==> src/rtl/cpu_ctrl_pkg.sv <==
// Shared types and constants for the CPU step/run controller.
// Holds the mode enum, run-speed encodings and the prescaler period lookup.
package cpu_ctrl_pkg;

  typedef enum logic {
    ST_STEP = 1'b0,
    ST_RUN  = 1'b1
  } state_e;

  localparam int PRESC_W = 6;

  localparam logic [1:0] SPD_P1  = 2'd0;
  localparam logic [1:0] SPD_P4  = 2'd1;
  localparam logic [1:0] SPD_P16 = 2'd2;
  localparam logic [1:0] SPD_P64 = 2'd3;

  // Terminal prescaler value P-1 for P = 4^spd.
  function automatic logic [PRESC_W-1:0] period_max(
    input logic [1:0] spd
  );
    logic [PRESC_W-1:0] m;
    m = '0;
    unique case (spd)
      SPD_P1:  m = 6'd0;
      SPD_P4:  m = 6'd3;
      SPD_P16: m = 6'd15;
      SPD_P64: m = 6'd63;
    endcase
    return m;
  endfunction

endpackage

==> src/rtl/cpu_step_ctrl_debounce.sv <==
// Two-flop synchronizer followed by a hold-time debouncer.
// A new level is accepted after DEBOUNCE_CYCLES consecutive synced cycles.
module debounce #(
  parameter int DEBOUNCE_CYCLES = 16
) (
  input  logic clock,
  input  logic reset,
  input  logic raw_i,
  output logic stable_o
);

  localparam int CW =
    (DEBOUNCE_CYCLES > 1) ? $clog2(DEBOUNCE_CYCLES) : 1;
  localparam logic [CW-1:0] LAST = CW'(DEBOUNCE_CYCLES - 1);

  logic          sync1_q;
  logic          sync2_q;
  logic [CW-1:0] cnt_q;
  logic [CW-1:0] cnt_d;
  logic          stable_q;
  logic          stable_d;

  always_comb begin
    cnt_d    = '0;
    stable_d = stable_q;
    if (sync2_q != stable_q) begin
      if (cnt_q == LAST) begin
        stable_d = sync2_q;
      end else begin
        cnt_d = cnt_q + CW'(1);
      end
    end
  end

  always_ff @(posedge clock) begin
    if (reset) begin
      sync1_q  <= 1'b0;
      sync2_q  <= 1'b0;
      cnt_q    <= '0;
      stable_q <= 1'b0;
    end else begin
      sync1_q  <= raw_i;
      sync2_q  <= sync1_q;
      cnt_q    <= cnt_d;
      stable_q <= stable_d;
    end
  end

  assign stable_o = stable_q;

endmodule

==> src/rtl/cpu_step_ctrl.sv <==
// CPU clock-enable controller: single-step on button, free-run at a
// switch-selected rate, with debounced switches and a pulse counter.
module cpu_step_ctrl
  import cpu_ctrl_pkg::*;
#(
  parameter int DEBOUNCE_CYCLES = 16,
  parameter int CNT_WIDTH       = 8
) (
  input  logic                 clock,
  input  logic                 reset,
  input  logic                 btn_step,
  input  logic [2:0]           switches,
  output logic                 cpu_en,
  output logic [2:0]           sw_db,
  output logic [CNT_WIDTH-1:0] step_count
);

  logic [3:0] raw;
  logic [3:0] db;

  assign raw = {btn_step, switches};

  for (genvar i = 0; i < 4; i++) begin : g_db
    debounce #(
      .DEBOUNCE_CYCLES(DEBOUNCE_CYCLES)
    ) u_db (
      .clock   (clock),
      .reset   (reset),
      .raw_i   (raw[i]),
      .stable_o(db[i])
    );
  end

  logic btn_db;
  assign btn_db = db[3];
  assign sw_db  = db[2:0];

  state_e               state_q;
  state_e               state_d;
  logic                 btn_q;
  logic [PRESC_W-1:0]   presc_q;
  logic [PRESC_W-1:0]   presc_d;
  logic [1:0]           spd_q;
  logic                 pulse_q;
  logic                 pulse_d;
  logic [CNT_WIDTH-1:0] cnt_q;
  logic [CNT_WIDTH-1:0] cnt_d;

  logic btn_rise;
  logic spd_chg;
  logic run_hit;
  logic en;

  always_comb begin
    btn_rise = btn_db & ~btn_q;
    spd_chg  = (sw_db[1:0] != spd_q);
    run_hit  = (state_q == ST_RUN) &&
               (presc_q == period_max(spd_q));
    en       = (state_q == ST_STEP) ? pulse_q : run_hit;
    state_d  = state_q;
    presc_d  = presc_q;
    pulse_d  = 1'b0;
    unique case (state_q)
      ST_STEP: begin
        presc_d = '0;
        // A press coinciding with entry to RUN is dropped.
        pulse_d = btn_rise & ~sw_db[2];
        if (sw_db[2]) begin
          state_d = ST_RUN;
        end
      end
      ST_RUN: begin
        if (!sw_db[2]) begin
          state_d = ST_STEP;
          presc_d = '0;
        end else if (spd_chg || run_hit) begin
          presc_d = '0;
        end else begin
          presc_d = presc_q + PRESC_W'(1);
        end
      end
    endcase
    cnt_d = cnt_q + CNT_WIDTH'(en);
  end

  always_ff @(posedge clock) begin
    if (reset) begin
      state_q <= ST_STEP;
      btn_q   <= 1'b0;
      presc_q <= '0;
      spd_q   <= 2'b00;
      pulse_q <= 1'b0;
      cnt_q   <= '0;
    end else begin
      state_q <= state_d;
      btn_q   <= btn_db;
      presc_q <= presc_d;
      spd_q   <= sw_db[1:0];
      pulse_q <= pulse_d;
      cnt_q   <= cnt_d;
    end
  end

  assign cpu_en     = en;
  assign step_count = cnt_q;

endmodule

==> config.mk <==
export PLATFORM = sky130hd
export DESIGN_NAME = cpu_step_ctrl
export DESIGN_NICKNAME = d
export VERILOG_FILES = /design/src/rtl/cpu_ctrl_pkg.sv /design/src/rtl/cpu_step_ctrl_debounce.sv /design/src/rtl/cpu_step_ctrl.sv
export SDC_FILE = /design/constraint.sdc
export NUM_CORES = 1
export LEC_CHECK = 0
export ABC_AREA = 1
export BUFFER_PORTS_ARGS = -buffer_cell sky130_fd_sc_hd__buf_2
export CAP_MARGIN = 5
export CELL_PAD_IN_SITES_DETAIL_PLACEMENT = 2
export CELL_PAD_IN_SITES_GLOBAL_PLACEMENT = 2
export CORE_ASPECT_RATIO = 0.9
export CORE_MARGIN = 3
export CORE_UTILIZATION = 30
export DETAILED_ROUTE_END_ITERATION = 12
export GPL_TIMING_DRIVEN = 0
export PLACE_DENSITY = 0.67
export RECOVER_POWER = 50
export SLEW_MARGIN = 20
export SYNTH_ARGS = -nofsm -noshare
export SYNTH_HDL_FRONTEND = slang
export SYNTH_SLANG_ARGS = --single-unit
==> constraint.sdc <==
create_clock -name clock -period 1.8 [get_ports clock]
set_input_delay 0.36 -clock clock [delete_from_list [all_inputs] [get_ports clock]]
set_output_delay 0.36 -clock clock [all_outputs]
set_load 0.01 [all_outputs]
Yosys cells after proc, flatten, opt, wreduce, memory -nomap -nowiden

Cells that the tools add are included.

Register bits after elaboration: 47
Input bits: 6
Logic and storage cells: 68

$add $sub $neg: 6
Eq/ne operators: 13
Muxes and demuxes: 6
Bitwise operators: 9
Reduce and logical (&&, ||, !) cells: 12

Operators by type and width:

| cell                                                            | count |
|---|---|
| 6-bit one-hot mux with 4 select lines                           | 1 |
| 4-bit by 1-bit adder with 4-bit output, second input constant   | 4 |
| 4-bit == test, second input constant                            | 4 |
| 6-bit 2-to-1 mux                                                | 2 |
| 6-bit one-hot mux with 2 select lines                           | 1 |
| 3-bit OR reduction                                              | 4 |
| 8-bit by 1-bit adder with 8-bit output                          | 1 |
| 2-bit AND reduction                                             | 4 |
| 1-bit inverter                                                  | 7 |
| 6-bit by 1-bit adder with 6-bit output, second input constant   | 1 |
| 6-bit == test                                                   | 1 |
| 2-bit == test, second input constant                            | 2 |
| 1-bit != test                                                   | 4 |
| 1-bit AND                                                       | 2 |
| 2-bit by 1-bit == test with 1-bit output, second input constant | 1 |
| 2-bit zero test                                                 | 1 |
| 1-bit 2-to-1 mux                                                | 2 |
| 2-bit != test                                                   | 1 |
| 2-bit OR reduction                                              | 1 |
| 1-bit logical AND                                               | 1 |
| 1-bit logical OR                                                | 1 |

Longest topological paths before layout

Gate-level depths: netlist (run 1).

Depth in word-level cells: 8
Depth in mapped cells: 14

By module

From an unflattened synthesis (run 1), not the netlist that was laid out.

Cell total of the unflattened synthesis: 239
Area total of the unflattened synthesis: 1,940.6 um2

Modules (own cells, without submodules):

| module        | times used | cells an instance | area an instance (um2) | seq. area each (um2) |
|---|---|---|---|---|
| debounce      | 4          | 33                | 266.5                  | 140.1 |
| cpu_step_ctrl | 1          | 107               | 874.6                  | 380.4 |

Worst setup path before layout (run 1)

No wires, ideal clock.

Path type: register -> register
Start point: register spd_q[1]
End point: register cnt_q[6], in the netlist step_count[6]
Arrival: 1,684 ps
Path slack: -3 ps
Stages on the path, launching flop included: 12
Buffers on the path: 0
Clock period less this slack: 1,803 ps
Cells stage by stage: dfxtp_1 nand2_1 o21ai_0 nand3_1 o21ai_0 ha_1 ha_1 nand2_1 inv_1 nand2_1 nor3_1 nor3_1

Longest elaborated chain between the ends: 6
Elaborated cells between the ends (all ways): 9
Those cells by class: 1 x add/sub; 4 x eq/ne; 2 x mux; 2 x reduce/logical

RTL lines:

| element                                    | RTL line             | RTL |
|---|---|---|
| from (decl)                                | cpu_step_ctrl.sv:43  | `logic [1:0] spd_q;` |
| from (signal assigned)                     | cpu_step_ctrl.sv:98  | `spd_q <= sw_db[1:0];` |
| 2-bit == test (tied with other cells)      | cpu_ctrl_pkg.sv:23   | `unique case (spd)` |
| 6-bit one-hot mux with 4 select lines (*)  | cpu_ctrl_pkg.sv:23   |  |
| 6-bit == test (*)                          | cpu_step_ctrl.sv:58  | `(presc_q == period_max(spd_q));` |
| 1-bit logical AND (*)                      | cpu_step_ctrl.sv:57  | `run_hit = (state_q == ST_RUN) &&` |
| 1-bit 2-to-1 mux (*)                       | cpu_step_ctrl.sv:59  | `en = (state_q == ST_STEP) ? pulse_q : run_hit;` |
| net cpu_en                                 | cpu_step_ctrl.sv:13  | `output logic cpu_en,` |
| 8-bit by 1-bit adder with 8-bit output (*) | cpu_step_ctrl.sv:83  | `cnt_d = cnt_q + CNT_WIDTH'(en);` |
| to (signal assigned)                       | cpu_step_ctrl.sv:100 | `cnt_q <= cnt_d;` |
| to (decl)                                  | cpu_step_ctrl.sv:46  | `logic [CNT_WIDTH-1:0] cnt_q;` |

Mark *: on every way through the listed nets, which the timed path passes. The rest lies on a longest branch.
A chain may end at the register's enable or synchronous reset.

Final worst setup path (run 1)

Start point: register presc_q[2]
End point: register cnt_q[6], in the netlist step_count[6]

Longest elaborated chain between the ends: 4

RTL lines:

| element                                | RTL line            | RTL |
|---|---|---|
| from (decl)                            | cpu_step_ctrl.sv:41 | `logic [PRESC_W-1:0] presc_q;` |
| from (signal assigned)                 | cpu_step_ctrl.sv:97 | `presc_q <= presc_d;` |
| 6-bit == test                          | cpu_step_ctrl.sv:58 |  |
| 1-bit logical AND                      | cpu_step_ctrl.sv:57 |  |
| 1-bit 2-to-1 mux                       | cpu_step_ctrl.sv:59 |  |
| 8-bit by 1-bit adder with 8-bit output | cpu_step_ctrl.sv:83 |  |

No other way between the ends.

==> results of run 1 <==
placed cells by master, fill, tap and decap left out, types with 2 or more instances in the layout:
| cell type | n |
|---|---|
| nor2_1 | 42 |
| dfxtp_1 | 40 |
| inv_1 | 33 |
| nand2_1 | 31 |
| buf_2 | 16 |
| nand3_1 | 12 |
| xor2_1 | 10 |
| a21oi_1 | 8 |
| buf_4 | 8 |
| o21ai_0 | 7 |
| nor3_1 | 5 |
| ha_1 | 5 |
| clkbuf_8 | 5 |
| dfxtp_4 | 4 |
| nor2_2 | 3 |
| nor3_2 | 3 |
| dfxtp_2 | 3 |
| o21ai_2 | 2 |
| inv_2 | 2 |
| clkbuf_1 | 2 |
| nor2_4 | 2 |
| xnor2_1 | 2 |
flip-flops by register name (all words and copies together), names as in the netlist:
signal,flops
state_q,1
pulse_q,1
g_db.u_db.sync2_q,4
presc_q,6
btn_q,1
g_db.u_db.cnt_q,16
spd_q,2
g_db.u_db.stable_o,4
step_count,8
g_db.u_db.sync1_q,4
repair_timing:
item / 4_1_cts / 5_1_grt
buffers inserted: 2 / 3
endpoints found under the setup margin: 6 / 5
gates resized for setup: 11 / 17
pin swaps: 2 / 3
per-layer routing:
| metal | up-vias | global-route usage [%] |
|---|---|---|
| met5 | - | 0 |
| met4 | 0 | 5.44 |
| met3 | 7 | 3.38 |
| met2 | 17 | 20.9 |
| met1 | 684 | 14.4 |
| li1 | 749 | - |
through the flow:
step	total power, mW	setup TNS, ps
detailed placement	1.12	-648
finish	1.87	0
global placement	1.12	-709
floorplan	1.11	0
global route	1.97	-333
CTS	1.92	0
worst paths after layout:
check                         end  slack, ps  cells past startpoint  startpoint
min reg2reg               pulse_q        390                      1       btn_q
max reg2reg         step_count[6]         30                     14  presc_q[2]
max                 step_count[6]         30                     14  presc_q[2]
min          g_db[3].u_db.sync1_q        260                      3    btn_step
worst reg2reg max path, stage by stage, from the launching register on:
cell	delay (ps)
dfxtp_4	380
nand2_1	60
nand2_1	60
nand2_1	50
nor2_1	100
nand3_1	130
o21ai_2	90
ha_2	230
ha_4	130
nand2_1	70
inv_2	90
nand2_4	60
nor2_2	110
nor2_1	50
nor3_2	90
area by class of cell:
class | count | area (um2)
Timing Repair Buffer | 21 | 118
Sequential cell | 47 | 960
Multi-Input combinational cell | 139 | 771
Fill cell | 670 | 3570
Tap cell | 70 | 87.6
Inverter | 35 | 131
Buffer | 6 | 41.3
Clock inverter | 3 | 43.8
Clock buffer | 5 | 68.8
logic make-up (layout without fill, tap and decap cells):
logic type	Yosys count	after routing
buf+inv	41	70
fa+ha+maj	7	7
xor+xnor	12	12
compound gates	17	17
simple gates	103	103
flops	47	47
report_power, final:
group	internal, mW	leakage (nW)	switching [mW]
Combinational	0.0145	0.558	0.0245
Clock	0.414	0.0581	0.364
Sequential	1.04	0.385	0.00568
Total	1.47	1.00	0.394
==> results.txt, run 1 <==
After layout, the worst setup slack is 30.4 ps. Yosys attributes the largest share of cell area to dfxtp_1 51%, nor2_1 9.4%, inv_1 6.8%, nand2_1 6.6%, ha_1 4.8%. Post-synthesis xor/xnor area fraction: 5.74%.

After the first detailed-routing iteration, the DRC count stood at 13. Top cell family by delay on the critical path: simple AND/OR/NAND/NOR gates. The final layout contains 268 nets. The clock period minus worst slack works out to 1770 ps.

The logs give 1830 um2 for the cell area after synthesis and 2.88 mm for the HPWL reported at the end of detailed placement. Sequential cells were found to cover 51.4% of the synthesized design area. The tools report the final standard cell area without fillers as 2220 um2. Measured against its own limit, the worst slew margin works out to 71.2%. Startpoint type of the worst setup path: a register.

Largest fanout on the critical path: 5. The final core utilization was 38.4%. The first global-routing pass estimated 6.64 mm of wire. The worst-case IR drop observed on VDD is 0.339 mV. The pre-antenna-repair detailed-routing pass consisted of 2 iterations. In this design, the stage delay of the slowest critical-path cell is 380 ps. CTS placed an instance of clkbuf_8 at the clock tree root.

Across every metal layer, demand over resource in global routing totals 12.3%. Once the floorplan was initialized, standard cells occupied 31.6% of the core. TritonCTS built the clock tree. The Yosys step of the flow raised 0 warnings. In this run the static leakage power is 1.00 nW. The commonest register cell after synthesis was dfxtp_1. For the worst setup path, the data required time is 2040 ps.

For this design the ratio of total power to cell area is 840 nW/um2. STA classifies the critical path endpoint as a register. In this run the tool buffered the top-level ports with 16 buffer cells.

In this run the standard cell core region covers 5790 um2. The number of different library cells used by synthesis comes to 20. The maximum number of buffers from clock root to sink is 2, and the via count of the first global-routing pass is 1493.

The global-route congestion overflow total was 0; the routed length on met2 was 1.86 mm. The count of cells in the finished layout, fillers not included, comes to 326. The total clock buffers created by CTS is 5. The most used cell along the critical path is nand2_1. For the pin with the worst max-slew slack, the measured transition is 433 ps. Summing the areas of all and, or, nand and nor instances in the mapped netlist gives 23.6% of the synthesized area.

The tools report the via total after detailed routing as 1457. Setup repair after global routing could not meet its margin everywhere. For the signal arrival time at the worst endpoint, the log shows 2010 ps. In the synthesized netlist, mux cells make up 0% of the area. The die area came out at 7080 um2. Counting every net in the synthesized netlist gives 240. The post-detailed-route wirelength per cell was 11.8 um; the number of I/O pins was 18. The die is 80.1 um tall. Routability congestion estimate from global placement: 0.713. The tools report the final count of pins violating max slew as 0. The routed metal-1 wirelength is 1.77 mm. Clock-pin slew was measured on the worst setup and hold paths at 90 ps.

Of all flip-flops after synthesis, the portion carrying an async set or reset was 0%. The combinational family with the most area after synthesis is simple AND/OR/NAND/NOR gates. Width of the die: 88.4 um. The run finished with clean final reports. Timing would allow up to 565 MHz. The tools report the number of nets with antenna violations after detailed routing as 0. After synthesis the netlist holds a flip-flop and latch count of 47. The number of diodes added for antenna fixing is 0. Setup violations remaining at the end of the flow were counted as 0. The most used standard cell by instance count after synthesis is dfxtp_1.

The buffers plus inverters on the worst setup path is 1. The tools report the routed length on met3 as 123 um. The H-tree was split into 2 levels.

In the routed layout, each cell is associated on average with a via count of 4.47. In the synthesized netlist, the number of instances is 227. The adder and majority gate portion of the synthesized area works out to 4.78%.

Between clock sinks in the finished design, the worst skew comes to 3.52 ps. The share of synthesized area in the top cell type comes to 51.4%. The number of hold-slack violations in the final timing report came out at 0. Buffers inserted to repair hold after CTS numbered 0. Of the available clock period, the critical path in the final layout requires 98.3%. In this run, synthesis inferred 0 flip-flops with an integrated enable. Before CTS, the worst setup slack after placement is -198 ps.

Clock latency on the worst-skew pair, taken at its later pin, is 300 ps. The average cell area after synthesis is 8.07 um2. The final layout contains routed wiring with a total length of 3.83 mm. The logs give 0 for the remaining design rule violation count and 313 for the placed instance count. By count the netlist is led by 47 x dfxtp_1, 46 x nor2_1, 33 x inv_1.

The initial antenna violation count is 0. The slowest stage of the critical path belongs to the cell dfxtp_4. Type of the worst min-delay path: input pin to register. Summed over all instances, the cell type with the most area after synthesis is dfxtp_1. The highest signal layer in the routed design is met4. Max-cap violations in this run came to 0. The floorplan has 26 rows. The share of the synthesized area in compound gates (AO/OA/AOI/OAI) was 4.64%; the count of clock tree sinks was 47.

Entering global routing, the biggest net connects 16 pins. The placed instances occupy a cell area of 2000 um2. Final worst hold slack: 256 ps.

Classification of the worst setup path: register to register. From synthesis to final layout, the design area changed by 21.2%. The signal on the critical path passes through nand2_1 > nand2_1 > nand2_1 > nor2_1 > nand3_1 > o21ai_2 > ha_2 > ha_4 > nand2_1 > inv_2 > nand2_4 > nor2_2 > nor2_1 > nor3_2. The share of layout cells above drive strength 1 came out at 22.3%.
(Power assumes the default switching activity.)
==> run 2: changes to the inputs <==
--- a/config.mk
+++ b/config.mk
@@ -11,11 +11,12 @@
 export CELL_PAD_IN_SITES_DETAIL_PLACEMENT = 2
 export CELL_PAD_IN_SITES_GLOBAL_PLACEMENT = 2
 export CORE_ASPECT_RATIO = 0.9
-export CORE_MARGIN = 3
+export CORE_MARGIN = 1
 export CORE_UTILIZATION = 30
+export CTS_CLUSTER_SIZE = 30
 export DETAILED_ROUTE_END_ITERATION = 12
 export GPL_TIMING_DRIVEN = 0
-export PLACE_DENSITY = 0.67
+export PLACE_DENSITY = 0.81
 export RECOVER_POWER = 50
 export SLEW_MARGIN = 20
 export SYNTH_ARGS = -nofsm -noshare
==> results.txt, run 2 (synthesis gave the netlist of run 1 again) <==
The run finished with clean final reports. The number of DRC markers after the initial detailed-route iteration was 14; the initial antenna violation count was 0. The logs give 6.89 mm for the first-pass GRT wire length and 67.9% for the relative slew slack. The post-detailed-route wirelength per cell is 12.5 um. Row generation in the floorplan step produced 26 rows. The tools report the number of nets with antenna violations after detailed routing as 0.

For the pin with the worst max-slew slack, the measured transition is 481 ps. The die extent in y was 76.1 um; the number of I/O pins was 18. The floorplan step set the die width to 84.4 um. In the final design database the tool counted 265 nets.

The clock period minus worst slack was 1750 ps; the final worst-path cycle share was 97.1%. The final cell count without fillers is 323, and the cell area reported after detailed placement is 2000 um2. The number of hold-slack violations in the final timing report was 0. STA classifies the critical path startpoint as a register. For the routed length on met3, the log shows 101 um. The highest layer touched by signal routing is met4. For the final standard cell area without fillers, the log shows 2210 um2. For this configuration, the core starts out at a cell density of 31.6%. TritonCTS built the clock tree. Global-route congestion overflow total: 0.

The logs give 13.7% for the overall fraction of global-route tracks in use and 300 ps for the clock latency reported for the late side of the worst-skew pair. The signal arrival time at the worst endpoint came out at 1980 ps. Entering global routing, the biggest net connects 15 pins. Routability-driven placement finished with a final weighted congestion of 0.721.

On the worst path, the slowest cell contributes a delay of 370 ps. The die covers 6420 um2. The endpoint identified for the worst register-to-register timing path is step_count[6].

Using the TritonRoute via totals, the vias-per-cell ratio works out to 4.59. The detailed router placed 1482 vias in this run. For the via count of the first global-routing pass, the log shows 1491. The count of buffers from port buffering works out to 16.

Across all register-to-register paths, the minimum setup slack is 50 ps. For the number of detailed-routing iterations run before antenna repair, the log shows 4. The largest fanout on the critical path is 4, and the leakage power is 0.972 nW.

Type of the worst min-delay path: input pin to register. Endpoint kind of the worst setup timing path: a register. In this run the standard cell core region covers 5790 um2. Clock skew on the completed layout was measured at 13.1 ps. Counting the buffers created by CTS gives 5.

The classification of the worst setup path was register to register. The highest attainable clock frequency came out at 572 MHz. The count of clock tree sinks is 47. After detailed routing, the number of remaining DRC violations is 0. The final count of pins violating max slew is 0, and the routed metal-1 wirelength is 1.87 mm. In this run the critical register-to-register path is launched from presc_q[3]. The top cell types in the final layout, fill and taps aside, are 44 x nor2_1, 39 x dfxtp_1, 33 x inv_1.

For the final routed database, the setup TNS stands at 0 ps. Walking the worst path, the cells encountered are nand2_2 > nand2_1 > nand2_1 > nor2_1 > nand3_2 > o21ai_4 > ha_4 > ha_4 > nand2_2 > inv_2 > nand2_4 > nor2_4 > nor2_1 > nor3_1. The share of layout cells above drive strength 1 is 20.9%. The H-tree generated during clock tree synthesis spans 2 levels. The register with the most flip-flops in the layout has 16 of them.

Leaving out fill and tap cells, the most frequent cell in the layout is nor2_1. The clock-pin slew on the worst setup and hold paths came out at 90 ps. The cell sitting at the root of the clock tree is a clkbuf_8. The tightest hold path in the finished design has a slack of 253 ps. Compared with the post-synthesis result, the final layout area differs by 20.6%. The required time reported for the critical path endpoint came out at 2030 ps.

The path with the worst hold slack has its endpoint at spd_q[1]. Setup repair after global routing could not meet its margin everywhere. The critical path starts at presc_q[3].

Setup violations remaining at the end of the flow were counted as 0. The worst-case reg-to-reg path depth came out at 14. Top cell family by delay on the critical path: simple AND/OR/NAND/NOR gates. The hold-critical path depth was 2. Maximum vdd ir drop: 0.444 mV.

Ranked by flip-flop count, first place goes to g_db.u_db.cnt_q. Buffers plus inverters on the worst setup path: 1. The run gives 38.1% as the final core utilization. The routed design uses 2.01 mm of met2 wire. For this design, the slowest cell found on the critical path is dfxtp_4. The clock passes through at most 2 buffers. The number of placed instances, taps included, is 313.

The run gives 4.04 mm as the sum of routed wire length over all layers. Counting the fill cells in the layout gives 696. The HPWL after detailed placement is 2.94 mm.

The total of max-cap violations is 0. The worst hold path begins at reset. The power density relative to cell area works out to 795 nW/um2.

The number of diodes added for antenna fixing came out at 0.
[run 2: cell count changes in the layout (fill, tap and decap cells not counted), moves of 2 or more]
cell,delta
buf_4,-3
clkbuf_1,+2
dfxtp_2,+2
nand2_1,-2
nand2_2,+2
nor2_1,+2
nor2_2,-3
[run 2: final cells by class]
cell class | instances | area [um2] | area share, %
Sequential cell | 47 | 958 | 43.4
Multi-Input combinational cell | 139 | 801 | 36.3
Inverter | 35 | 131 | 5.95
Timing Repair Buffer | 18 | 93.8 | 4.25
Tap cell | 70 | 87.6 | 3.97
Clock buffer | 7 | 86.3 | 3.91
Buffer | 6 | 41.3 | 1.87
Clock inverter | 1 | 8.76 | 0.397
[run 2: worst max path at each step]
stage,endpoint,slack [ps],cells after the start
floorplan,step_count[6],20,11
global placement,step_count[6],-190,11
detailed placement,step_count[6],-160,12
CTS,step_count[6],1,13
global route,step_count[6],-60,14
finish,step_count[6],50,14
[run 2: timing repair]
action,CTS,global route
hold buffers,0,0
gates resized for setup,14,19
endpoints found under the setup margin,5,4
pin swaps,2,5
buffers inserted,2,0
[run 2: worst reg2reg max path, delay by kind of cell (launching register included)]
kind | cells | cell delay (ps)
AOI/OAI and AO/OA | 1 | 100
and+or+nand+nor | 10 | 780
buffers and inverters | 1 | 80
DFF | 1 | 370
adders and majority gates | 2 | 330
[run 2: metrics by stage]
stage / total power, mW / setup slack, ps
2_1_floorplan: 1.11 / 24.9
4_1_cts: 1.80 / 1.20
5_1_grt: 1.83 / -62.2
3_3_place_gp: 1.12 / -193
6_report: 1.76 / 53.1
3_5_place_dp: 1.12 / -159
[run 2: power breakdown]
part / total [mW] / switching, mW / internal (mW)
Clock: 0.665 / 0.350 / 0.315
Sequential: 1.05 / 0.00582 / 1.05
Combinational: 0.0405 / 0.0258 / 0.0148
[run 2: per-layer routing]
| metal | global-route usage, % | up-vias |
|---|---|---|
| met3 | 3.90 | 7 |
| met2 | 23.0 | 14 |
| met1 | 16.7 | 718 |
| met5 | 0 | - |
| li1 | - | 743 |
| met4 | 4.58 | 0 |
